===== src/rtl/dct_frame_scheduler_pkg.sv =====
// Shared definitions for the DCT frame scheduler: state encoding, block geometry
// and the frame-memory pixel address formula.
package dct_sched_pkg;

    localparam int BLK_DIM = 8;
    localparam int BLK_PIX = 64;

    typedef enum logic [2:0] {
        S_IDLE    = 3'd0,
        S_LOAD    = 3'd1,
        S_DRAIN   = 3'd2,
        S_KICK    = 3'd3,
        S_COLLECT = 3'd4,
        S_NEXT    = 3'd5
    } state_e;

    // Index width that stays legal when a dimension holds a single block.
    function automatic int idx_w(input int n);
        if (n > 1) begin
            return $clog2(n);
        end else begin
            return 1;
        end
    endfunction

    function automatic logic [31:0] pix_addr(input logic [31:0] blk_col,
                                             input logic [31:0] blk_row,
                                             input logic [5:0]  pix_idx,
                                             input logic [31:0] blk_cols);
        logic [31:0] row_s;
        logic [31:0] col_s;
        row_s = {29'd0, pix_idx[5:3]};
        col_s = {29'd0, pix_idx[2:0]};
        return (blk_row * 32'(BLK_DIM) + row_s) * (32'(BLK_DIM) * blk_cols)
               + blk_col * 32'(BLK_DIM) + col_s;
    endfunction

endpackage


===== src/rtl/dct_blk_addr_gen.sv =====
// Block/pixel counters for the frame walk, plus the frame-memory read address
// and the coefficient-memory base address of the current block.
module dct_blk_addr_gen
    import dct_sched_pkg::*;
#(
    parameter int BLK_COLS    = 4,
    parameter int BLK_ROWS    = 4,
    parameter int FR_ADDR_W   = 10,
    parameter int COEF_ADDR_W = 10
) (
    input  logic                          clk,
    input  logic                          rst_in,
    input  logic                          start_i,
    input  logic                          pix_inc_i,
    input  logic                          next_i,
    output logic [idx_w(BLK_COLS)-1:0]    blk_col_o,
    output logic [idx_w(BLK_ROWS)-1:0]    blk_row_o,
    output logic [5:0]                    pix_idx_o,
    output logic                          last_blk_o,
    output logic [FR_ADDR_W-1:0]          fr_addr_o,
    output logic [COEF_ADDR_W-1:0]        coef_base_o
);

    localparam int COL_W = idx_w(BLK_COLS);
    localparam int ROW_W = idx_w(BLK_ROWS);

    logic [COL_W-1:0] col_q, col_d;
    logic [ROW_W-1:0] row_q, row_d;
    logic [5:0]       pix_q, pix_d;
    logic             last_col_s;
    logic             last_row_s;

    assign last_col_s = (32'(col_q) == 32'(BLK_COLS - 1));
    assign last_row_s = (32'(row_q) == 32'(BLK_ROWS - 1));

    // Next-value logic: frame start clears, block advance walks raster order.
    always_comb begin
        col_d = col_q;
        row_d = row_q;
        pix_d = pix_q;
        if (start_i) begin
            col_d = {COL_W{1'b0}};
            row_d = {ROW_W{1'b0}};
            pix_d = 6'd0;
        end else if (next_i) begin
            pix_d = 6'd0;
            if (last_col_s) begin
                col_d = {COL_W{1'b0}};
                if (last_row_s) begin
                    row_d = {ROW_W{1'b0}};
                end else begin
                    row_d = row_q + ROW_W'(1'b1);
                end
            end else begin
                col_d = col_q + COL_W'(1'b1);
            end
        end else if (pix_inc_i) begin
            pix_d = pix_q + 6'd1;
        end else begin
            pix_d = pix_q;
        end
    end

    // Counter registers.
    always_ff @(posedge clk or negedge rst_in) begin
        if (!rst_in) begin
            col_q <= {COL_W{1'b0}};
            row_q <= {ROW_W{1'b0}};
            pix_q <= 6'd0;
        end else begin
            col_q <= col_d;
            row_q <= row_d;
            pix_q <= pix_d;
        end
    end

    assign blk_col_o   = col_q;
    assign blk_row_o   = row_q;
    assign pix_idx_o   = pix_q;
    assign last_blk_o  = last_col_s && last_row_s;
    assign fr_addr_o   = FR_ADDR_W'(pix_addr(32'(col_q), 32'(row_q), pix_q, 32'(BLK_COLS)));
    assign coef_base_o = COEF_ADDR_W'((32'(row_q) * 32'(BLK_COLS) + 32'(col_q)) * 32'(BLK_PIX));

endmodule


===== src/rtl/dct_frame_scheduler.sv =====
// Walks a frame block by block: loads 64 pixels into the DCT block RAM, kicks
// the engine, then stores its 64 coefficients at linear addresses.
module dct_frame_scheduler
    import dct_sched_pkg::*;
#(
    parameter int BLK_COLS    = 4,
    parameter int BLK_ROWS    = 4,
    parameter int FR_ADDR_W   = 10,
    parameter int COEF_W      = 16,
    parameter int COEF_ADDR_W = 10
) (
    input  logic                        clk,
    input  logic                        rst_in,
    input  logic                        frame_start,
    output logic                        frame_busy,
    output logic                        frame_done,
    output logic                        fr_rd_en,
    output logic [FR_ADDR_W-1:0]        fr_addr,
    input  logic [7:0]                  fr_data,
    output logic                        blk_wr_en,
    output logic [5:0]                  blk_addr,
    output logic [7:0]                  blk_data,
    output logic                        dct_start,
    input  logic                        dct_ready,
    input  logic [COEF_W-1:0]           dct_coef,
    output logic                        coef_wr_en,
    output logic [COEF_ADDR_W-1:0]      coef_addr,
    output logic [COEF_W-1:0]           coef_data,
    output logic [idx_w(BLK_COLS)-1:0]  blk_col,
    output logic [idx_w(BLK_ROWS)-1:0]  blk_row
);

    state_e           state_q, state_d;
    logic [5:0]       coef_cnt_q, coef_cnt_d;
    logic             frame_busy_q, frame_busy_d;
    logic             frame_done_q, frame_done_d;
    logic             fr_rd_en_q, fr_rd_en_d;
    logic             blk_wr_en_q, blk_wr_en_d;
    logic [5:0]       blk_addr_q, blk_addr_d;
    logic             dct_start_q, dct_start_d;

    logic             ag_start_s, ag_pix_inc_s, ag_next_s, last_blk_s;
    logic [5:0]       pix_idx_s;
    logic [FR_ADDR_W-1:0]   fr_addr_s;
    logic [COEF_ADDR_W-1:0] coef_base_s;
    logic             coef_wr_en_s;

    dct_blk_addr_gen #(
        .BLK_COLS    (BLK_COLS),
        .BLK_ROWS    (BLK_ROWS),
        .FR_ADDR_W   (FR_ADDR_W),
        .COEF_ADDR_W (COEF_ADDR_W)
    ) u_addr_gen (
        .clk         (clk),
        .rst_in      (rst_in),
        .start_i     (ag_start_s),
        .pix_inc_i   (ag_pix_inc_s),
        .next_i      (ag_next_s),
        .blk_col_o   (blk_col),
        .blk_row_o   (blk_row),
        .pix_idx_o   (pix_idx_s),
        .last_blk_o  (last_blk_s),
        .fr_addr_o   (fr_addr_s),
        .coef_base_o (coef_base_s)
    );

    // FSM next state, counter control and next values of the registered strobes.
    always_comb begin
        state_d      = state_q;
        coef_cnt_d   = coef_cnt_q;
        ag_start_s   = 1'b0;
        ag_pix_inc_s = 1'b0;
        ag_next_s    = 1'b0;
        case (state_q)
            S_IDLE: begin
                if (frame_start) begin
                    state_d    = S_LOAD;
                    ag_start_s = 1'b1;
                end else begin
                    state_d = S_IDLE;
                end
            end
            S_LOAD: begin
                ag_pix_inc_s = 1'b1;
                if (pix_idx_s == 6'd63) begin
                    state_d = S_DRAIN;
                end else begin
                    state_d = S_LOAD;
                end
            end
            S_DRAIN: state_d = S_KICK;
            S_KICK: begin
                coef_cnt_d = 6'd0;
                state_d    = S_COLLECT;
            end
            S_COLLECT: begin
                if (dct_ready) begin
                    coef_cnt_d = coef_cnt_q + 6'd1;
                    if (coef_cnt_q == 6'd63) begin
                        state_d = S_NEXT;
                    end else begin
                        state_d = S_COLLECT;
                    end
                end else begin
                    state_d = S_COLLECT;
                end
            end
            S_NEXT: begin
                ag_next_s = 1'b1;
                if (last_blk_s) begin
                    state_d = S_IDLE;
                end else begin
                    state_d = S_LOAD;
                end
            end
            default: state_d = S_IDLE;
        endcase

        // Block RAM write trails each read by one cycle, when fr_data arrives.
        frame_busy_d = (state_d != S_IDLE);
        frame_done_d = (state_q == S_NEXT) && last_blk_s;
        fr_rd_en_d   = (state_d == S_LOAD);
        blk_wr_en_d  = (state_q == S_LOAD);
        blk_addr_d   = (state_q == S_LOAD) ? pix_idx_s : 6'd0;
        dct_start_d  = (state_d == S_KICK);
    end

    // FSM state and registered outputs.
    always_ff @(posedge clk or negedge rst_in) begin
        if (!rst_in) begin
            state_q      <= S_IDLE;
            coef_cnt_q   <= 6'd0;
            frame_busy_q <= 1'b0;
            frame_done_q <= 1'b0;
            fr_rd_en_q   <= 1'b0;
            blk_wr_en_q  <= 1'b0;
            blk_addr_q   <= 6'd0;
            dct_start_q  <= 1'b0;
        end else begin
            state_q      <= state_d;
            coef_cnt_q   <= coef_cnt_d;
            frame_busy_q <= frame_busy_d;
            frame_done_q <= frame_done_d;
            fr_rd_en_q   <= fr_rd_en_d;
            blk_wr_en_q  <= blk_wr_en_d;
            blk_addr_q   <= blk_addr_d;
            dct_start_q  <= dct_start_d;
        end
    end

    assign coef_wr_en_s = (state_q == S_COLLECT) && dct_ready;

    assign frame_busy = frame_busy_q;
    assign frame_done = frame_done_q;
    assign fr_rd_en   = fr_rd_en_q;
    assign fr_addr    = fr_rd_en_q ? fr_addr_s : {FR_ADDR_W{1'b0}};
    assign blk_wr_en  = blk_wr_en_q;
    assign blk_addr   = blk_addr_q;
    assign blk_data   = blk_wr_en_q ? fr_data : 8'd0;
    assign dct_start  = dct_start_q;
    assign coef_wr_en = coef_wr_en_s;
    assign coef_addr  = coef_wr_en_s ? (coef_base_s + COEF_ADDR_W'(coef_cnt_q)) : {COEF_ADDR_W{1'b0}};
    assign coef_data  = coef_wr_en_s ? dct_coef : {COEF_W{1'b0}};

endmodule


===== config.mk =====
export PLATFORM = sky130hd
export DESIGN_NAME = dct_frame_scheduler
export DESIGN_NICKNAME = d
export VERILOG_FILES = /design/src/rtl/dct_frame_scheduler_pkg.sv /design/src/rtl/dct_blk_addr_gen.sv /design/src/rtl/dct_frame_scheduler.sv
export SDC_FILE = /design/constraint.sdc
export NUM_CORES = 1
export LEC_CHECK = 0
export CORE_ASPECT_RATIO = 2
export CORE_MARGIN = 1
export CORE_UTILIZATION = 40
export CTS_BUF_LIST = sky130_fd_sc_hd__clkbuf_8
export CTS_CLUSTER_SIZE = 12
export DETAILED_ROUTE_END_ITERATION = 8
export GPL_ROUTABILITY_DRIVEN = 0
export PLACE_DENSITY = 0.77
export SETUP_SLACK_MARGIN = 0.1
export SYNTH_ARGS = -nofsm -noshare
export SYNTH_HDL_FRONTEND = slang
export SYNTH_HIERARCHICAL = 1
export SYNTH_SLANG_ARGS = --single-unit

===== constraint.sdc =====
create_clock -name clk -period 1.7 [get_ports clk]
set_input_delay 0.425 -clock clk [delete_from_list [all_inputs] [get_ports clk]]
set_output_delay 0.425 -clock clk [all_outputs]
set_load 0.02 [all_outputs]

* Yosys cells after proc, flatten, opt, wreduce, memory -nomap -nowiden
Index checks and enable logic that the tools add are counted.
** Word-level totals
- Register bits after elaboration :: 30
- Bits of input ports :: 28
- Output and inout bits :: 60
- Word-level logic and storage cells :: 70
** Operators by class
- Add/sub/neg operators :: 9
- Eq/ne operators :: 12
- Multiplexer cells :: 27
- Reductions and logical operators :: 11
** Operator list (number)
- 6-bit two-way mux :: 5
- 10-bit two-way mux :: 2
- 3-bit case mux with 6 select lines :: 1
- 16-bit two-way mux :: 1
- 2-bit two-way mux :: 8
- 6-bit by 1-bit adder with 6-bit output (second input constant) :: 2
- 6-bit == test (second input constant) :: 2
- 6-bit case mux with 2 select lines :: 1
- 10-bit by 3-bit adder with 10-bit output :: 1
- 10-bit by 5-bit adder with 10-bit output :: 1
- 10-bit by 6-bit adder with 10-bit output :: 1
- 3-bit by 2-bit == test with 1-bit output (second input constant) :: 3
- 8-bit two-way mux :: 1
- 1-bit two-way mux :: 7
- 3-bit by 1-bit == test with 1-bit output (second input constant) :: 2
- 3-bit == test (second input constant) :: 2
- 2-bit nonzero test :: 3
- 3-bit nonzero test :: 2
- 5-bit by 3-bit adder with 5-bit output :: 1
- 2-bit by 1-bit adder with 2-bit output (second input constant) :: 2
- 4-bit by 2-bit adder with 4-bit output :: 1
- 2-bit == test (second input constant) :: 2
- 2-bit AND reduction :: 2
- 1-bit logical AND :: 3
- other kinds (3) :: 3

* Logic depth before layout (Yosys ltp)
Gate-level depths: netlist (run 1).
- Word-level depth :: 5
- Mapped depth :: 8
- Mapped depth without buffers :: 7

* Modules after synthesis
Netlist (run 1), hierarchy kept.
** Modules (own cells, without submodules)
- dct_frame_scheduler :: instances 1, cells an instance 174, area each 1496.4 sq um, sequential area each 500.5 sq um
- dct_blk_addr_gen :: instances 1, cells an instance 65, area each 625.6 sq um, sequential area each 250.2 sq um

* Worst setup path before layout (run 1)
OpenSTA, ideal clock, no wires.
- Path type :: reg-to-output
- Start :: register state_q[1]
- End :: output port coef_addr[3]
- Arrival :: 1.470 ns
- Required time :: 1.275 ns
- Path slack :: -0.195 ns
- Stages on the path, launching flop included :: 7
- Buffers on the path :: 2
- Cells stage by stage :: dfrtp_1 > nand4bb_2 > inv_2 > buf_4 > buf_4 > o21ai_0 > nor2_1
** Between the ends
- Cells in the longest elaborated chain, start to end :: 3
** RTL lines
- from (decl) :: line dct_frame_scheduler.sv:33 : state_e state_q, state_d;
- from (signal assigned) :: line dct_frame_scheduler.sv:140 : state_q <= state_d;
- 3-bit == test :: line dct_frame_scheduler.sv:151 : assign coef_wr_en_s = (state_q == S_COLLECT) && dct_ready;
- 1-bit logical AND :: line dct_frame_scheduler.sv:151
- via coef_wr_en :: line dct_frame_scheduler.sv:26 : output logic coef_wr_en,
- 10-bit two-way mux :: line dct_frame_scheduler.sv:162 : assign coef_addr = coef_wr_en_s ? (coef_base_s + COEF_ADDR_W'(coef_cnt_q)) : {COEF_ADDR_W{1'b0}};
- to (decl) :: line dct_frame_scheduler.sv:27 : output logic [COEF_ADDR_W-1:0] coef_addr,
The timed path passes the listed nets, and every way through them passes these cells.

* Worst setup path in the final report (run 1)
- Start :: register state_q[1]
- End :: output port coef_addr[6]
** Between the ends
- Cells in the longest elaborated chain, start to end :: 3
** RTL lines (line)
- 3-bit == test :: dct_frame_scheduler.sv:151
- 1-bit logical AND :: dct_frame_scheduler.sv:151
- 10-bit two-way mux :: dct_frame_scheduler.sv:162
Every way passes these cells.

==> results of run 1 <==
-- stage by stage --
step | setup TNS [ns] | power [uW]
2_1_floorplan | 0 | 2420
3_3_place_gp | -26.18 | 3320
3_5_place_dp | -27.34 | 3370
4_1_cts | -5.57 | 4110
5_1_grt | -8.71 | 4580
6_report | -6.33 | 4320
-- kinds of logic after synthesis --
family / synth area share (%)
xor+xnor: 3.30
fa+ha+maj: 6.84
other cells: 0.177
compound gates: 9.43
simple gates: 31.5
buf+inv: 10.6
mux: 2.83
flops: 35.4
-- metal layers --
| layer | GRT usage (%) | part of all wire [%] | up-vias | routed length [microns] |
|---|---|---|---|---|
| met4 | 6.39 | 2.6 | 0 | 183 |
| met3 | 3.20 | 2.7 | 19 | 191 |
| li1 | - | - | 1039 | - |
| met2 | 45.8 | 59 | 65 | 4130 |
| met5 | 0 | 0 | - | 0 |
| met1 | 24.2 | 36 | 1058 | 2530 |
-- repair_timing --
action                                  4_1_cts  5_1_grt
pin swaps                                     8       23
cloned                                        0        3
hold buffers                                  0        0
gates resized for setup                     271       47
setup buffers                                 9        7
endpoints found under the setup margin       62       40
-- final timing paths --
check	slack, ns	end	start
max	-0.40	coef_addr[6]	state_q[1]
min	0.54	coef_cnt_q[1]	rst_in
max reg2reg	0.01	coef_cnt_q[4]	state_q[1]
min reg2reg	0.59	coef_cnt_q[0]	coef_cnt_q[0]
max in group asynchronous	0.87	fr_rd_en	rst_in
min in group clk	0.59	coef_cnt_q[0]	coef_cnt_q[0]
-- area by class of cell --
class                           count  area, sq um  share of cell area (%)
Inverter                            9         38.8                    1.05
Clock inverter                      3         40.0                    1.09
Sequential cell                    30          753                    20.5
Clock buffer                        5         68.8                    1.87
Multi-Input combinational cell    177         1400                    38.0
Tap cell                           58         72.6                    1.97
Timing Repair Buffer              141         1310                    35.6
-- where the power goes --
group	switching, uW	internal [uW]	total (uW)
Combinational	1340	1210	2550
Clock	281	431	712
Sequential	141	920	1060
Total	1760	2560	4320
-- critical path, delay by kind of cell, from the launching register on --
| kind | cells | cell delay [ns] |
|---|---|---|
| AOI/OAI and AO/OA | 1 | 0.10 |
| buffers and inverters | 2 | 0.29 |
| DFF | 1 | 0.38 |
| and+or+nand+nor | 3 | 0.63 |
-- cell usage in the layout (no fill, tap or decap), types with 6 or more instances in the layout --
| cell type | synthesis | layout |
|---|---|---|
| buf_2 | 2 | 10 |
| dfrtp_1 | 30 | 28 |
| conb_1 | 1 | 6 |
| xor2_1 | 7 | 7 |
| nand2_1 | 12 | 10 |
| and2_4 | 0 | 23 |
| buf_4 | 22 | 47 |
| buf_6 | 0 | 39 |
| ha_1 | 10 | 8 |
| and3_1 | 8 | 8 |
| nor2_1 | 21 | 18 |
| inv_1 | 8 | 7 |
| clkdlybuf4s50_1 | 0 | 26 |
| and2_1 | 38 | 15 |
| dlygate4sd2_1 | 0 | 14 |
| nand3_1 | 8 | 6 |
-- sequential cells by signal, summed over array words and instances (netlist names) --
register and cells:
blk_addr 6, blk_wr_en 1, coef_cnt_q 6, dct_start 1, fr_rd_en 1, frame_busy 1, frame_done 1, state_q 3
u_addr_gen/blk_col_o 2, u_addr_gen/blk_row_o 2, u_addr_gen/pix_idx_o 6
-- synthesized netlist by cell type (all sizes together), types with 2 or more instances --
cell type  number
or3             3
clkbuf          4
and2           38
nand2          12
a21oi           6
nand3           8
nor3b           3
nor3            5
and4            2
nand3b          2
o21a            2
a211oi          4
nor2           21
o21ai           7
xor2            7
mux2i           6
buf            24
ha             10
dfrtp          30
a21o            3
nor2b           2
nand4           4
inv             9
and3            8
nand2b          3
==> results.toml, run 1 <==
[routing]
drc = 0
viasPerCell = 5.16
drt-wirelength-per-cell_microns = 16.6
final_antenna_net_count = 0
firstDrtPassIters = 4
vias = 2181
wirelength_microns = 7030
drtIter0Drc = 52

[timing]
worst_slack_ns = -0.401
final_hold_viol_count = 0
timing.hold.ws_ns = 0.535
worst_pin_slew_ns = 0.900
fmax_ghz = 0.476
drv_slew = 0
relSlewSlack_pct = 39.6
period_minus_slack_ns = 2.10
setup_viol = 27
post-route-period-util_pct = 124
fin_worst_skew_ns = 0.00482
rsz0062_at_grt = "yes"

[power_and_ir_drop]
powerDensity_nw_per_um2 = 1170
vdd_drop_max_mv = 1.18
p_leak_uw = 0.00186

[floorplanning]
fp.dieArea_sq_um = 5620
num_rows = 37
die_w_microns = 53.5
coreArea_sq_um = 5140
die-height_microns = 105
initial_core_util_pct = 41.3
boundaryPins = 88

[hold_path]
hp-class = "in2async"

[placed_design]
dp.final_hpwl_microns = 4520
dp.cells = 398
placement.io_buffers = 87
postPlaceCellArea_sq_um = 3270
place_ws_ns = -0.979

[global_routing]
track_usage_pct = 23.7
grt_max_degree = 31
grt_first_pass_wirelength_microns = 9670
grt_pass1_vias = 2087
grt_antenna_before_repair = 0
grt.overflow.total = 0

[cts]
clk_path_buf_depth = 2
cts_buffers = 5
clk_latency_ns = 0.28
cts-root-buf = "clkbuf_8"
htreeDepth = 2
cts_tree = "built"
clock-sinks = 30
clk_pin_slew_ns = 0.07

[worst_setup_path]
path_max_fanout = 4
cp-end-kind = "output pin"
slowest_delay_ns = 0.38
path_cells = "nand4bb_4 > buf_6 > nor3_1 > a31oi_1 > nand3_2 > buf_6"
path_class = "reg2out"
startpoint_type = "flop"
reg2reg_depth = 6
worstPathRequired_ns = 1.27
cp.arrival_ns = 1.68
slowest_stage = "dfrtp_1"
crit_top_cell = "buf_6"

[final_layout]
fin_cells = 423
drive_above_1_share_pct = 44.4
area_growth_pct = 73.5
nets = 403
postLayoutCellArea_sq_um = 3680
fill_cells = 368
antennaDiodeCount = 0
final_util_pct = 71.6

[flow_run]
maxCapViolCount = 0

[outcome]
violations = "setup timing"
status = "complete, but fails checks"

[yosys]
synth_async_sr_flop_share_pct = 100
synthTopCellsByArea = "dfrtp_1 35%, and2_1 11%, buf_4 7.8%"
ys.flop_type = "dfrtp_1"
syn-mean-instance-area_sq_um = 8.88
synth_edf_count = 0
synth.distinct_cells = 46
ys_ff_latch = 30
synth_top_cell_by_area = "dfrtp_1"
synthDominantCellAreaShare_pct = 35.4
seq_area_frac_synth_pct = 35.4
syn-cell-area_sq_um = 2120
yosysWarnings = 6
synthCells = 239
No activity file was read; power rests on OpenSTA's default activity.
==> run 2: changes to the inputs <==
CORE_MARGIN = 2   (was 1)
==> run 2 against run 1 <==
The run still ends with setup timing left. Combinational power is 5% lower. Design area down 7.0%. Register-to-register slack improved by 0.06 ns. Setup slack better by 0.076 ns. Power is 3.2% lower. Utilization is 5.0 points lower. Clock skew is 0.0019 ns higher.
==> results.toml, run 2 (synthesis results as in run 1) <==
[cts]
clk_path_buf_depth = 2
cts-root-buf = "clkbuf_8"
clock-sinks = 30
clk_pin_slew_ns = 0.06
ctsHoldBuffers = 0
cts_buffers = 5
cts_tree = "built"
clk_latency_ns = 0.28
htreeDepth = 2

[worst_setup_path]
reg2reg_slack_ns = 0.07
slowest_stage = "or4_4"
endpoint = "coef_addr[6]"
cp-end-kind = "output pin"
startpoint = "state_q[0]"
r2r_start = "state_q[2]"
path_cells = "nand4bb_4 > or4_4 > nand3_2 > buf_6"
cp.arrival_ns = 1.60
reg2reg_to = "u_addr_gen/pix_idx_o[5]"
worstPathRequired_ns = 1.27
path_class = "reg2out"
startpoint_type = "flop"
path_max_fanout = 4
slowest_delay_ns = 0.45
reg2reg_depth = 7

[timing]
period_minus_slack_ns = 2.02
drv_slew = 0
worst_slack_ns = -0.324
relSlewSlack_pct = 51.3
worst_pin_slew_ns = 0.726
post-route-period-util_pct = 119
fin_worst_skew_ns = 0.00677
fmax_ghz = 0.494
fin_tns_setup_ns = -6.36
final_hold_viol_count = 0
setup_viol = 27
rsz0062_at_grt = "yes"

[global_routing]
grt_antenna_before_repair = 0
grt_first_pass_wirelength_microns = 9740
grt.overflow.total = 0
grt_max_degree = 31
grt_pass1_vias = 2086
track_usage_pct = 20.5

[routing]
vias = 2065
viasPerCell = 5.00
drc = 0
firstDrtPassIters = 4
drtIter0Drc = 64
drt-wirelength-per-cell_microns = 14.7
wirelength_microns = 6080
final_antenna_net_count = 0

[placed_design]
dp.final_hpwl_microns = 4600
placement.io_buffers = 87

[floorplanning]
initial_core_util_pct = 41.3
coreArea_sq_um = 5140
num_rows = 37
fp.dieArea_sq_um = 5940
die-height_microns = 107
boundaryPins = 88
die_w_microns = 55.5

[outcome]
status = "complete, but fails checks"
violations = "setup timing"

[final_layout]
drive_above_1_share_pct = 38.3
multiInputGateArea_sq_um = 1350
nets = 394
final_util_pct = 66.6
ff_latch_area_sq_um = 753
final_cell_mix = "48 x buf_4, 28 x and2_1, 28 x dfrtp_1"
layout_commonest_cell = "buf_4"
area_growth_pct = 61.3
fill_cells = 417
antennaDiodeCount = 0

[flow_run]
maxCapViolCount = 0

[power_and_ir_drop]
vdd_drop_max_mv = 0.939
p_leak_uw = 0.00172
powerDensity_nw_per_um2 = 1220

[hold_path]
hp-class = "in2async"
run 2: cell count changes in the layout (fill, tap and decap cells not counted), moves of 2 or more:
cell	change
buf_6	-27
and2_4	-18
buf_2	+16
and2_1	+13
and2_2	+5
clkbuf_16	-2
clkdlybuf4s15_1	+2
clkinv_2	-2
run 2: per-stage QoR:
step	std cells	cell area, sq um	total power, uW	setup WS [ns]	hold WS [ns]
4_1_cts	409	3320	4030	-0.314	0.557
5_1_grt	413	3420	4460	-0.368	0.584
3_3_place_gp	398	3280	3310	-0.956	0.581
6_report	413	3420	4180	-0.324	0.552
2_1_floorplan	244	2240	2420	0.0159	0.129
3_5_place_dp	398	3280	3360	-0.974	0.609
run 2: layout make-up:
cell class | instances | share of cell area (%)
clock buffers | 6 | 2.41
multi-input cells | 177 | 39.5
inverters | 9 | 1.06
flip-flops and latches | 30 | 22.0
well taps | 58 | 2.12
clock inverters | 1 | 0.877
repair buffers | 132 | 32.0
run 2: worst min-delay path by stage:
| stage | start | end | depth (start not counted) |
|---|---|---|---|
| final | rst_in | coef_cnt_q[1] | 2 |
| after global routing | rst_in | u_addr_gen/pix_idx_o[0] | 2 |
| after CTS | rst_in | coef_cnt_q[0] | 2 |
| after detailed placement | coef_cnt_q[0] | coef_cnt_q[0] | 2 |
| after global placement | coef_cnt_q[0] | coef_cnt_q[0] | 2 |
| after floorplan | rst_in | blk_addr[0] | 0 |
run 2: critical path: cells and delay by family (launching register included):
family | cells | cell delay [ns]
simple gates | 3 | 0.81
buf+inv | 1 | 0.12
flops | 1 | 0.39
run 2: routing by layer:
layer	wire (microns)	part of all wire, %	up-vias	global-route usage, %
met5	0	0	-	0
met4	159	2.6	0	8.71
met3	166	2.7	13	3.02
met2	3670	60	47	39.5
met1	2080	34	985	21.4
li1	-	-	1020	-
run 2: report_power, final:
part | internal, uW | total, uW | switching (uW)
combinational | 1140 | 2410 | 1280
sequential | 920 | 1060 | 137
clock | 468 | 712 | 244
total | 2530 | 4180 | 1660
run 2: timing repair:
item | in CTS | in global routing
setup endpoints to repair | 65 | 40
buffers inserted | 4 | 5
gates resized for setup | 234 | 21
pin swaps | 8 | 8
==> run 3: changes to the inputs <==
CELL_PAD_IN_SITES_DETAIL_PLACEMENT = 1   (was not set)
CELL_PAD_IN_SITES_GLOBAL_PLACEMENT = 1   (was not set)
CORE_UTILIZATION = 29   (was 40)
SKIP_LAST_GASP = 1   (was not set)
==> run 3 against run 2 <==
The flow still finishes with violations (setup timing). Power up 0.29%. Register-to-register slack improved by 0.05 ns. Die area rose by 36%. Sequential power about the same. Largest cell class unchanged.
==> results.toml, run 3 (synthesis results as in run 1) <==
[timing]
final_hold_viol_count = 0
post-route-period-util_pct = 122
worst_slack_ns = -0.380
setup_viol = 27
fin_tns_setup_ns = -7.73
rsz0062_at_grt = "yes"
fin_worst_skew_ns = 0.00994
drv_slew = 0
period_minus_slack_ns = 2.08
fmax_ghz = 0.481
relSlewSlack_pct = 63.2
worst_pin_slew_ns = 0.549

[cts]
clk_pin_slew_ns = 0.07
clk_latency_ns = 0.29
cts_buffers = 5
clock-sinks = 30
cts-root-buf = "clkbuf_8"
cts_tree = "built"
htreeDepth = 2
clk_path_buf_depth = 2

[flow_run]
maxCapViolCount = 0

[floorplanning]
die_w_microns = 64.5
num_rows = 44
coreArea_sq_um = 7160
fp.dieArea_sq_um = 8060
die-height_microns = 125
boundaryPins = 88
initial_core_util_pct = 29.7

[routing]
vias = 2156
drc = 0
firstDrtPassIters = 4
final_antenna_net_count = 0
drt-wirelength-per-cell_microns = 15.7
wirelength_microns = 7140
viasPerCell = 4.75
drtIter0Drc = 25

[power_and_ir_drop]
p_int_uw = 2440
switching_share_pct = 41.7
seqPwrFrac_pct = 25.3
pwr-share-clk_pct = 14.3
powerDensity_nw_per_um2 = 1180
p_leak_uw = 0.00178
power_switching_uw = 1750
vdd_drop_max_mv = 0.861
p_comb_share_pct = 60.3

[worst_setup_path]
slowest_stage = "or4_4"
worstPathRequired_ns = 1.27
cp.arrival_ns = 1.65
startpoint_type = "flop"
reg2reg_slack_ns = 0.12
path_cells = "nand4bb_4 > or4_4 > nand3_2 > buf_4"
slowest_delay_ns = 0.46
path_max_fanout = 5
cp-end-kind = "output pin"
path_class = "reg2out"

[final_layout]
area_growth_pct = 67.3
nets = 400
drive_above_1_share_pct = 41.4
fin_cells = 454
final_cell_mix = "44 x buf_4, 27 x dfrtp_1, 26 x clkdlybuf4s50_1"
antennaDiodeCount = 0
layout_commonest_cell = "buf_4"

[global_routing]
grt_max_degree = 31
grt_antenna_before_repair = 0
grt_pass1_vias = 2372
track_usage_pct = 17.8
grt_first_pass_wirelength_microns = 11400
grt.overflow.total = 0

[hold_path]
hp-class = "in2async"

[placed_design]
placement.io_buffers = 87
place_ws_ns = -1.01
dp.final_hpwl_microns = 5220
dp.cells = 433

[outcome]
violations = "setup timing"
status = "complete, but fails checks"
run 3: path summary, 6_finish.rpt:
path	to	cells past startpoint	start
worst max register to register	state_q[0]	6	state_q[0]
worst max-delay path	coef_addr[6]	4	state_q[1]
max in group asynchronous	fr_rd_en	2	rst_in
worst min-delay path	coef_cnt_q[0]	2	rst_in
worst min register to register	blk_addr[5]	1	u_addr_gen/pix_idx_o[5]
min in group clk	blk_addr[5]	1	u_addr_gen/pix_idx_o[5]
run 3: metrics by stage:
step / instance area [sq um] / util [%] / total power (uW) / hold WS (ns)
final: 3550 / 49.6 / 4200 / 0.527
after CTS: 3380 / 47.3 / 4010 / 0.547
after global routing: 3550 / 49.6 / 4470 / 0.557
after global placement: 3320 / 46.3 / 3310 / 0.568
after detailed placement: 3320 / 46.3 / 3420 / 0.583
after floorplan: 2240 / - / 2420 / 0.129
run 3: layout make-up:
type / count / area, sq um
clock buffer: 6 / 82.6
clock inverter: 2 / 8.76
fill: 868 / 3610
inverter: 9 / 36.3
multi-input combinational: 177 / 1380
sequential: 30 / 754
tap: 92 / 115
timing repair buffer: 138 / 1180
run 3: per-layer routing:
metal | up-vias | wire length (microns) | GRT usage (%)
li1 | 1031 | - | -
met1 | 1041 | 2650 | 19.7
met2 | 76 | 4020 | 33.6
met3 | 8 | 396 | 3.69
met4 | 0 | 82 | 4.26
met5 | - | 0 | 0
run 3: timing repair:
action,CTS,global route
pin swaps,10,8
setup endpoints to repair,69,38
hold buffers,0,0
setup buffers,6,8
resized for setup,246,31
run 3: power by group through the flow:
stage	registers [uW]	clock network [uW]	logic, uW
finish	1060	602	2530
global placement	1070	0	2240
floorplan	1240	0	1180
detailed placement	1090	0	2330
global route	1090	649	2740
CTS	1060	609	2330
run 3: worst max-delay path: cells and delay by family, from the launching register on:
kind | cells | cell delay [ns]
buffers and inverters | 1 | 0.14
flip-flops | 1 | 0.39
AND/OR/NAND/NOR | 3 | 0.84
